===== config.mk =====
export PLATFORM = sky130hd
export DESIGN_NAME = mc_control_fsm
export DESIGN_NICKNAME = d
export VERILOG_FILES = /design/src/rtl/mips_pkg.sv /design/src/rtl/mc_control_fsm.sv
export SDC_FILE = /design/constraint.sdc
export NUM_CORES = 1
export LEC_CHECK = 0
export CAP_MARGIN = 15
export CORE_MARGIN = 1.5
export CORE_UTILIZATION = 40
export CTS_CLUSTER_DIAMETER = 150
export DETAILED_ROUTE_END_ITERATION = 7
export PLACE_DENSITY = 0.81
export SLEW_MARGIN = 20
export SYNTH_ARGS = -nofsm -noshare
export SYNTH_HDL_FRONTEND = slang
export SYNTH_SLANG_ARGS = --single-unit

===== constraint.sdc =====
create_clock -name clk -period 4.2 [get_ports clk]
set_clock_uncertainty 0.05 [all_clocks]
set_input_delay 1.05 -clock clk [delete_from_list [all_inputs] [get_ports clk]]
set_output_delay 1.05 -clock clk [all_outputs]
set_load 0.01 [all_outputs]

===== src/rtl/mips_pkg.sv =====
// Shared multicycle-MIPS definitions: opcodes, control-FSM state encodings and
// select-field codes used by the control FSM and the ALU decoder.
package mips_pkg;

   typedef enum logic [3:0] {
      S_FETCH   = 4'd0,
      S_DECODE  = 4'd1,
      S_MEMADR  = 4'd2,
      S_MEMRD   = 4'd3,
      S_MEMWB   = 4'd4,
      S_MEMWR   = 4'd5,
      S_EXECUTE = 4'd6,
      S_ALUWB   = 4'd7,
      S_BEQEX   = 4'd8,
      S_ADDIEX  = 4'd9,
      S_ADDIWB  = 4'd10,
      S_JEX     = 4'd11
   } state_t;

   localparam logic [5:0] OP_LW    = 6'b100011;
   localparam logic [5:0] OP_SW    = 6'b101011;
   localparam logic [5:0] OP_RTYPE = 6'b000000;
   localparam logic [5:0] OP_BEQ   = 6'b000100;
   localparam logic [5:0] OP_ADDI  = 6'b001000;
   localparam logic [5:0] OP_J     = 6'b000010;

   // ALU decoder class: add for address/increment, subtract for compare, funct-driven
   localparam logic [1:0] ALUOP_ADD   = 2'b00;
   localparam logic [1:0] ALUOP_SUB   = 2'b01;
   localparam logic [1:0] ALUOP_FUNCT = 2'b10;

   localparam logic [1:0] SRCB_REG  = 2'b00;
   localparam logic [1:0] SRCB_FOUR = 2'b01;
   localparam logic [1:0] SRCB_IMM  = 2'b10;
   localparam logic [1:0] SRCB_BOFF = 2'b11;

   localparam logic [1:0] PCSRC_ALU    = 2'b00;
   localparam logic [1:0] PCSRC_ALUOUT = 2'b01;
   localparam logic [1:0] PCSRC_JUMP   = 2'b10;

   function automatic logic op_is_legal(input logic [5:0] op);
      logic legal;
      case (op)
         OP_LW, OP_SW, OP_RTYPE, OP_BEQ, OP_ADDI, OP_J: legal = 1'b1;
         default:                                       legal = 1'b0;
      endcase
      return legal;
   endfunction

endpackage


===== src/rtl/mc_control_fsm.sv =====
// Multicycle MIPS main control FSM: Moore-style decode of datapath selects and
// enables from the current state, with optional memory handshake on wait states.
module mc_control_fsm
   import mips_pkg::*;
#(
   parameter bit MEM_HS = 1'b1
) (
   input  logic       clk,
   input  logic       rst,
   input  logic [5:0] op,
   input  logic       mem_ready,
   output logic       IorD,
   output logic       ALUSrcA,
   output logic       RegDst,
   output logic       MemtoReg,
   output logic [1:0] ALUSrcB,
   output logic [1:0] PCSrc,
   output logic [1:0] ALUOp,
   output logic       IRWrite,
   output logic       PCWrite,
   output logic       Branch,
   output logic       RegWrite,
   output logic       MemWrite,
   output logic       illegal_op,
   output logic [3:0] state
);

   state_t state_r;
   state_t next_state_s;
   logic   mem_ok_s;

   logic   ir_write_s;
   logic   pc_write_s;
   logic   branch_s;
   logic   reg_write_s;
   logic   mem_write_s;
   logic   illegal_s;

   assign mem_ok_s = MEM_HS ? mem_ready : 1'b1;

   // State register with synchronous reset to FETCH
   always_ff @(posedge clk) begin
      if (rst) begin
         state_r <= S_FETCH;
      end else begin
         state_r <= next_state_s;
      end
   end

   // Next-state logic; op is consulted only in DECODE and MEMADR
   always_comb begin
      next_state_s = S_FETCH;
      case (state_r)
         S_FETCH: begin
            if (mem_ok_s) begin
               next_state_s = S_DECODE;
            end else begin
               next_state_s = S_FETCH;
            end
         end
         S_DECODE: begin
            case (op)
               OP_LW, OP_SW: next_state_s = S_MEMADR;
               OP_RTYPE:     next_state_s = S_EXECUTE;
               OP_BEQ:       next_state_s = S_BEQEX;
               OP_ADDI:      next_state_s = S_ADDIEX;
               OP_J:         next_state_s = S_JEX;
               default:      next_state_s = S_FETCH;
            endcase
         end
         S_MEMADR: begin
            if (op == OP_LW) begin
               next_state_s = S_MEMRD;
            end else begin
               next_state_s = S_MEMWR;
            end
         end
         S_MEMRD: begin
            if (mem_ok_s) begin
               next_state_s = S_MEMWB;
            end else begin
               next_state_s = S_MEMRD;
            end
         end
         S_MEMWR: begin
            if (mem_ok_s) begin
               next_state_s = S_FETCH;
            end else begin
               next_state_s = S_MEMWR;
            end
         end
         S_MEMWB:   next_state_s = S_FETCH;
         S_EXECUTE: next_state_s = S_ALUWB;
         S_ALUWB:   next_state_s = S_FETCH;
         S_BEQEX:   next_state_s = S_FETCH;
         S_ADDIEX:  next_state_s = S_ADDIWB;
         S_ADDIWB:  next_state_s = S_FETCH;
         S_JEX:     next_state_s = S_FETCH;
         default:   next_state_s = S_FETCH;
      endcase
   end

   // Output decode from state; unlisted outputs stay at zero
   always_comb begin
      IorD        = 1'b0;
      ALUSrcA     = 1'b0;
      RegDst      = 1'b0;
      MemtoReg    = 1'b0;
      ALUSrcB     = SRCB_REG;
      PCSrc       = PCSRC_ALU;
      ALUOp       = ALUOP_ADD;
      ir_write_s  = 1'b0;
      pc_write_s  = 1'b0;
      branch_s    = 1'b0;
      reg_write_s = 1'b0;
      mem_write_s = 1'b0;
      illegal_s   = 1'b0;
      case (state_r)
         S_FETCH: begin
            ALUSrcB    = SRCB_FOUR;
            ir_write_s = mem_ok_s;
            pc_write_s = mem_ok_s;
         end
         S_DECODE: begin
            ALUSrcB   = SRCB_BOFF;
            illegal_s = ~op_is_legal(op);
         end
         S_MEMADR: begin
            ALUSrcA = 1'b1;
            ALUSrcB = SRCB_IMM;
         end
         S_MEMRD: begin
            IorD = 1'b1;
         end
         S_MEMWB: begin
            MemtoReg    = 1'b1;
            reg_write_s = 1'b1;
         end
         S_MEMWR: begin
            IorD        = 1'b1;
            mem_write_s = 1'b1;
         end
         S_EXECUTE: begin
            ALUSrcA = 1'b1;
            ALUOp   = ALUOP_FUNCT;
         end
         S_ALUWB: begin
            RegDst      = 1'b1;
            reg_write_s = 1'b1;
         end
         S_BEQEX: begin
            ALUSrcA  = 1'b1;
            ALUOp    = ALUOP_SUB;
            PCSrc    = PCSRC_ALUOUT;
            branch_s = 1'b1;
         end
         S_ADDIEX: begin
            ALUSrcA = 1'b1;
            ALUSrcB = SRCB_IMM;
         end
         S_ADDIWB: begin
            reg_write_s = 1'b1;
         end
         S_JEX: begin
            PCSrc      = PCSRC_JUMP;
            pc_write_s = 1'b1;
         end
         default: begin
            IorD = 1'b0;
         end
      endcase
   end

   // Enables and the illegal pulse are suppressed for the whole reset window,
   // so an interrupted store never issues another write
   assign IRWrite    = ir_write_s  & ~rst;
   assign PCWrite    = pc_write_s  & ~rst;
   assign Branch     = branch_s    & ~rst;
   assign RegWrite   = reg_write_s & ~rst;
   assign MemWrite   = mem_write_s & ~rst;
   assign illegal_op = illegal_s   & ~rst;
   assign state      = state_r;

endmodule


=== Yosys cells after proc, flatten, opt, wreduce, memory -nomap -nowiden ===
Cells that the tools add are included.

* Bits in registers: 4
* Logic and storage cells: 54
* Output and inout port bits: 20
* Input bits: 9

* Bitwise operators: 8
* Reduce and logical (&&, ||, !) cells: 8
* Multiplexer cells: 21
* Equality and inequality tests: 16

{| class="wikitable"
|+ Operators by type and width
! kind !! number
|-
| 4-bit one-hot mux with 7 select lines || 1
|-
| 4-bit one-hot mux with 5 select lines || 1
|-
| 4-bit by 3-bit == test with 1-bit output (second input constant) || 4
|-
| 4-bit == test (second input constant) || 4
|-
| 6-bit == test (second input constant) || 2
|-
| 1-bit two-way mux || 12
|-
| 3-bit two-way mux || 3
|-
| 4-bit by 2-bit == test with 1-bit output (second input constant) || 2
|-
| 2-bit one-hot mux with 2 select lines || 2
|-
| 1-bit AND || 6
|-
| 6-bit by 2-bit == test with 1-bit output (second input constant) || 1
|-
| 6-bit by 3-bit == test with 1-bit output (second input constant) || 1
|-
| 6-bit by 4-bit == test with 1-bit output (second input constant) || 1
|-
| 6-bit logical NOT || 1
|-
| 2-bit one-hot mux with 3 select lines || 1
|-
| 2-bit OR reduction || 3
|-
| 6-bit OR reduction || 1
|-
| 4-bit by 1-bit == test with 1-bit output (second input constant) || 1
|-
| 4-bit logical NOT || 1
|-
| 4-bit OR reduction || 1
|-
| 3-bit OR reduction || 1
|-
| 1-bit inverter || 2
|-
| 1-bit one-hot mux with 2 select lines || 1
|}

=== Longest topological paths before layout ===
* Depth in word-level cells: 7
* Mapped depth: 5
* Depth with buffers taken out: 4

=== Worst setup path after synthesis ===
Ideal clock, no wire load.

* Kind: input -> output
* Start: input port rst
* End: output port PCWrite
* Arrival: 1.791 ns
* Required time: 3.100 ns
* Buffers on the path: 0
* Cell stages on the path: 3
* Path slack: 1.309 ns
* Cell sequence: nand2b_1 nor4_1 or2_1

* Longest elaborated chain between the ends: 2

{| class="wikitable"
|+ RTL lines
! what !! line !! text
|-
| start, declared || mc_control_fsm.sv:9 || <nowiki>input logic rst,</nowiki>
|-
| 1-bit inverter || mc_control_fsm.sv:177 || <nowiki>assign PCWrite = pc_write_s & ~rst;</nowiki>
|-
| 1-bit AND || mc_control_fsm.sv:177 ||
|-
| end, declared || mc_control_fsm.sv:20 || <nowiki>output logic PCWrite,</nowiki>
|}

Every way passes these cells.

=== Worst setup path after layout ===
* Start: input port op[1]
* End: output port illegal_op

* Longest elaborated chain between the ends: 7
* Elaborated cells between the ends (all ways): 12
* Those cells by class: eq/ne: 5; mux: 3; bitwise: 2; reduce/logical: 2

{| class="wikitable"
|+ RTL lines
! what !! line !! text
|-
| start, declared || mc_control_fsm.sv:10 || <nowiki>input logic [5:0] op,</nowiki>
|-
| 6-bit == test (tied with other cells) || mips_pkg.sv:43 || <nowiki>case (op)</nowiki>
|-
| 6-bit OR reduction * || mips_pkg.sv:43 ||
|-
| 1-bit two-way mux * || mips_pkg.sv:43 ||
|-
| 1-bit two-way mux * || mc_control_fsm.sv:118 || <nowiki>case (state_r)</nowiki>
|-
| 1-bit inverter * || mc_control_fsm.sv:126 || <nowiki>illegal_s = ~op_is_legal(op);</nowiki>
|-
| 1-bit two-way mux * || mc_control_fsm.sv:118 ||
|-
| 1-bit AND * || mc_control_fsm.sv:181 || <nowiki>assign illegal_op = illegal_s & ~rst;</nowiki>
|-
| end, declared || mc_control_fsm.sv:24 || <nowiki>output logic illegal_op,</nowiki>
|}

Mark *: on every way between the ends. The rest lies on a longest branch, timed or not. The select of a mux whose other input is x is not followed.

==> metrics.txt <==
CP required about 3.1 ns; Skew-Pair Late Insertion Delay between 0.2 and 0.25 ns; Met3 Wirelength between 60 and 70 µm; synth unique cells 33; number of synthesized flops with an enable pin 0; Rows 13; H-tree Lvls 1; r2r setup slk around 2.6 ns; Slowest cell on crit path clkdlybuf4s50_1; Seq cells post-synth 4; antenna violation net count after detailed routing 0; die area around 1600 µm²; max reg flops 4; vias per std cell around 5.4; synthesized netlist cell count slightly above 80; area of the core 1280 µm²; largest net degree at the start of global routing 20; VDD IR max 153 µV; pwr dens 151 nW/µm²; leading area contributor after synthesis dfxtp_1; Setup crit end kind primary output; uppermost layer routed met3; Leak 0.283 nW; Rel. slew slack 0.604; kind of critical path input pin to primary output; Comb power frac 0.299; DIE WIDTH about 40 µm; Clk pwr share 0.367; post-CTS setup buffers 0; Register Area approximately 80 µm²; CTS resizes 0; CTS tree built; ant diodes 0; DR DRC count 0; Flop pwr share 0.334; Tot GR Track Use 0.188; critical path launch point type input pin; sequential share of the synthesized area 0.146; Die H about 40 µm; Setup Viol. Count Final 0; Critical path buffers and inverters 2; Synth-to-Final Area Change 52.8%; grt ovf 0; Syn Std Cell Area roughly 550 µm²; I/O pin total 29; Post-Route Setup TNS 0 ns; top cell type's share of synthesized area 0.146; Mapped Avg Cell Area about 6.7 µm²; Detail Placement HPWL 1.11 mm; Post-synth top flop dfxtp_1; Pre-antenna DRT Iters 4; Hold Path Class flop to flop; # Max-Cap Violations 0; CP Cell Sequence clkdlybuf4s50_1, nor4_1, nor2_1, o311a_1, clkdlybuf4s50_1; net switching power figure 34.8 µW; Sw Share 0.274; first-pass GRT wire length 2.15 mm; Clock Path Buffers 2; via count roughly 670; Worst-path clk slew about 0.040 ns; Layout Nets 119; Fin Hold WS 0.619 ns; total CTS buffers 3; top-count cell post-synth nor3_1; endpoints failing hold 0; number of global-route vias before repair approximately 560; crit-path max cell delay approximately 0.49 ns; root buf cell clkbuf_4; critical path data arrival time 2.86 ns; placer congestion estimate about 0.76; Max Slew Vio Count 0; final period utilization 0.943; critical path's most frequent cell clkdlybuf4s50_1; WL per Instance roughly 11 µm; RSZ-0062 raised after global routing no; Ys Warns 0; CTS sink cnt 4; Tmin final 3.96 ns; starting density of the core 0.427; metal2 WL about 750 µm; synth cell count leaders nor3_1 (11), nor2_1 (9), a21oi_1 (8); initial antenna violation count 0; internal power 92.1 µW; status completed; 1st-iter DRT viols 9; IO Port Bufs 28; filler instances around 130; Worst-Margin Slew 0.594 ns; Routed WL ~1.4 mm; Synth async-reset ratio 0; CP delay by family, top buffers and inverters; wl on met1 between 500 and 600 µm; Max Freq around 250 MHz; Synth Net Count between 90 and 100; multi-input logic area 434 µm²; ranking of synthesized cells by area dfxtp_1 (15%), nor3_1 (10%), a21oi_1 (7.3%); layout cells sized above 1 0.0648; Post-CTS Hold Buffers 0; Crit Path Max Fanout 5
[cells in the final DEF, fill, tap and decap left out, types with 2 or more instances in the layout]
master           Yosys  final
a21oi_1              8      8
o21bai_1             2      2
clkdlybuf4s50_1      0     28
nor2_1               9      9
o21ai_0              2      2
nor4_1               3      3
nor2b_1              3      3
dfxtp_1              4      4
nor3_1              11     11
o211ai_1             2      2
xor2_1               2      2
nand2_1              7      7
nand2b_1             4      4
and3_1               2      2
clkbuf_4             0      3
[final cells by class]
type / instances / area share
Timing Repair Buffer: 28 / 0.334
Tap cell: 15 / 0.0224
Clock buffer: 3 / 0.0268
Multi-Input combinational cell: 72 / 0.517
Inverter: 1 / 0.00447
Sequential cell: 4 / 0.0954
[worst paths after layout]
check | from | to | depth (start not counted)
max | op[1] | illegal_op | 5
min | state[3]$_SDFF_PP0_ | state[3]$_SDFF_PP0_ | 2
max reg2reg | state[1]$_SDFF_PP0_ | state[1]$_SDFF_PP0_ | 4
min reg2reg | state[3]$_SDFF_PP0_ | state[3]$_SDFF_PP0_ | 2
[per-stage QoR]
step	util	area [µm²]	cells	worst slack (ns)	power, mW
floorplan	-	549	82	1.31	0.0597
global placement	0.636	817	120	0.374	0.0801
detailed placement	0.636	817	120	0.305	0.0809
CTS	0.653	840	123	0.232	0.128
global route	0.653	840	123	0.130	0.134
finish	0.653	840	123	0.240	0.127
[power groups by stage]
stage | clock [mW] | combinational (mW) | sequential [mW]
final | 0.0466 | 0.0379 | 0.0424
after global routing | 0.0505 | 0.0412 | 0.0428
after CTS | 0.0471 | 0.0381 | 0.0424
after global placement | 0 | 0.0370 | 0.0431
after floorplan | 0 | 0.0186 | 0.0411
after detailed placement | 0 | 0.0380 | 0.0429
[worst register-to-register path: stages (launching register included)]
cell and delay, ns:
dfxtp_1 0.69, nand2b_1 0.34, a21oi_1 0.11, o21bai_1 0.27
a31oi_1 0.07
[layer usage]
| layer | global-route usage | up-vias |
|---|---|---|
| met5 | 0 | - |
| met4 | 0.0431 | 0 |
| met3 | 0.0167 | 0 |
| met2 | 0.375 | 22 |
| met1 | 0.207 | 293 |
| li1 | - | 351 |
[logic make-up after synthesis]
| kind of cell | Yosys count | synth area share |
|---|---|---|
| muxes | 1 | 0.0205 |
| xor gates and xnor gates | 3 | 0.0478 |
| AOI/OAI and AO/OA | 20 | 0.228 |
| buffers and inverters | 6 | 0.0638 |
| DFF | 4 | 0.146 |
| and+or+nand+nor | 48 | 0.494 |
(Power assumes the default switching activity.)
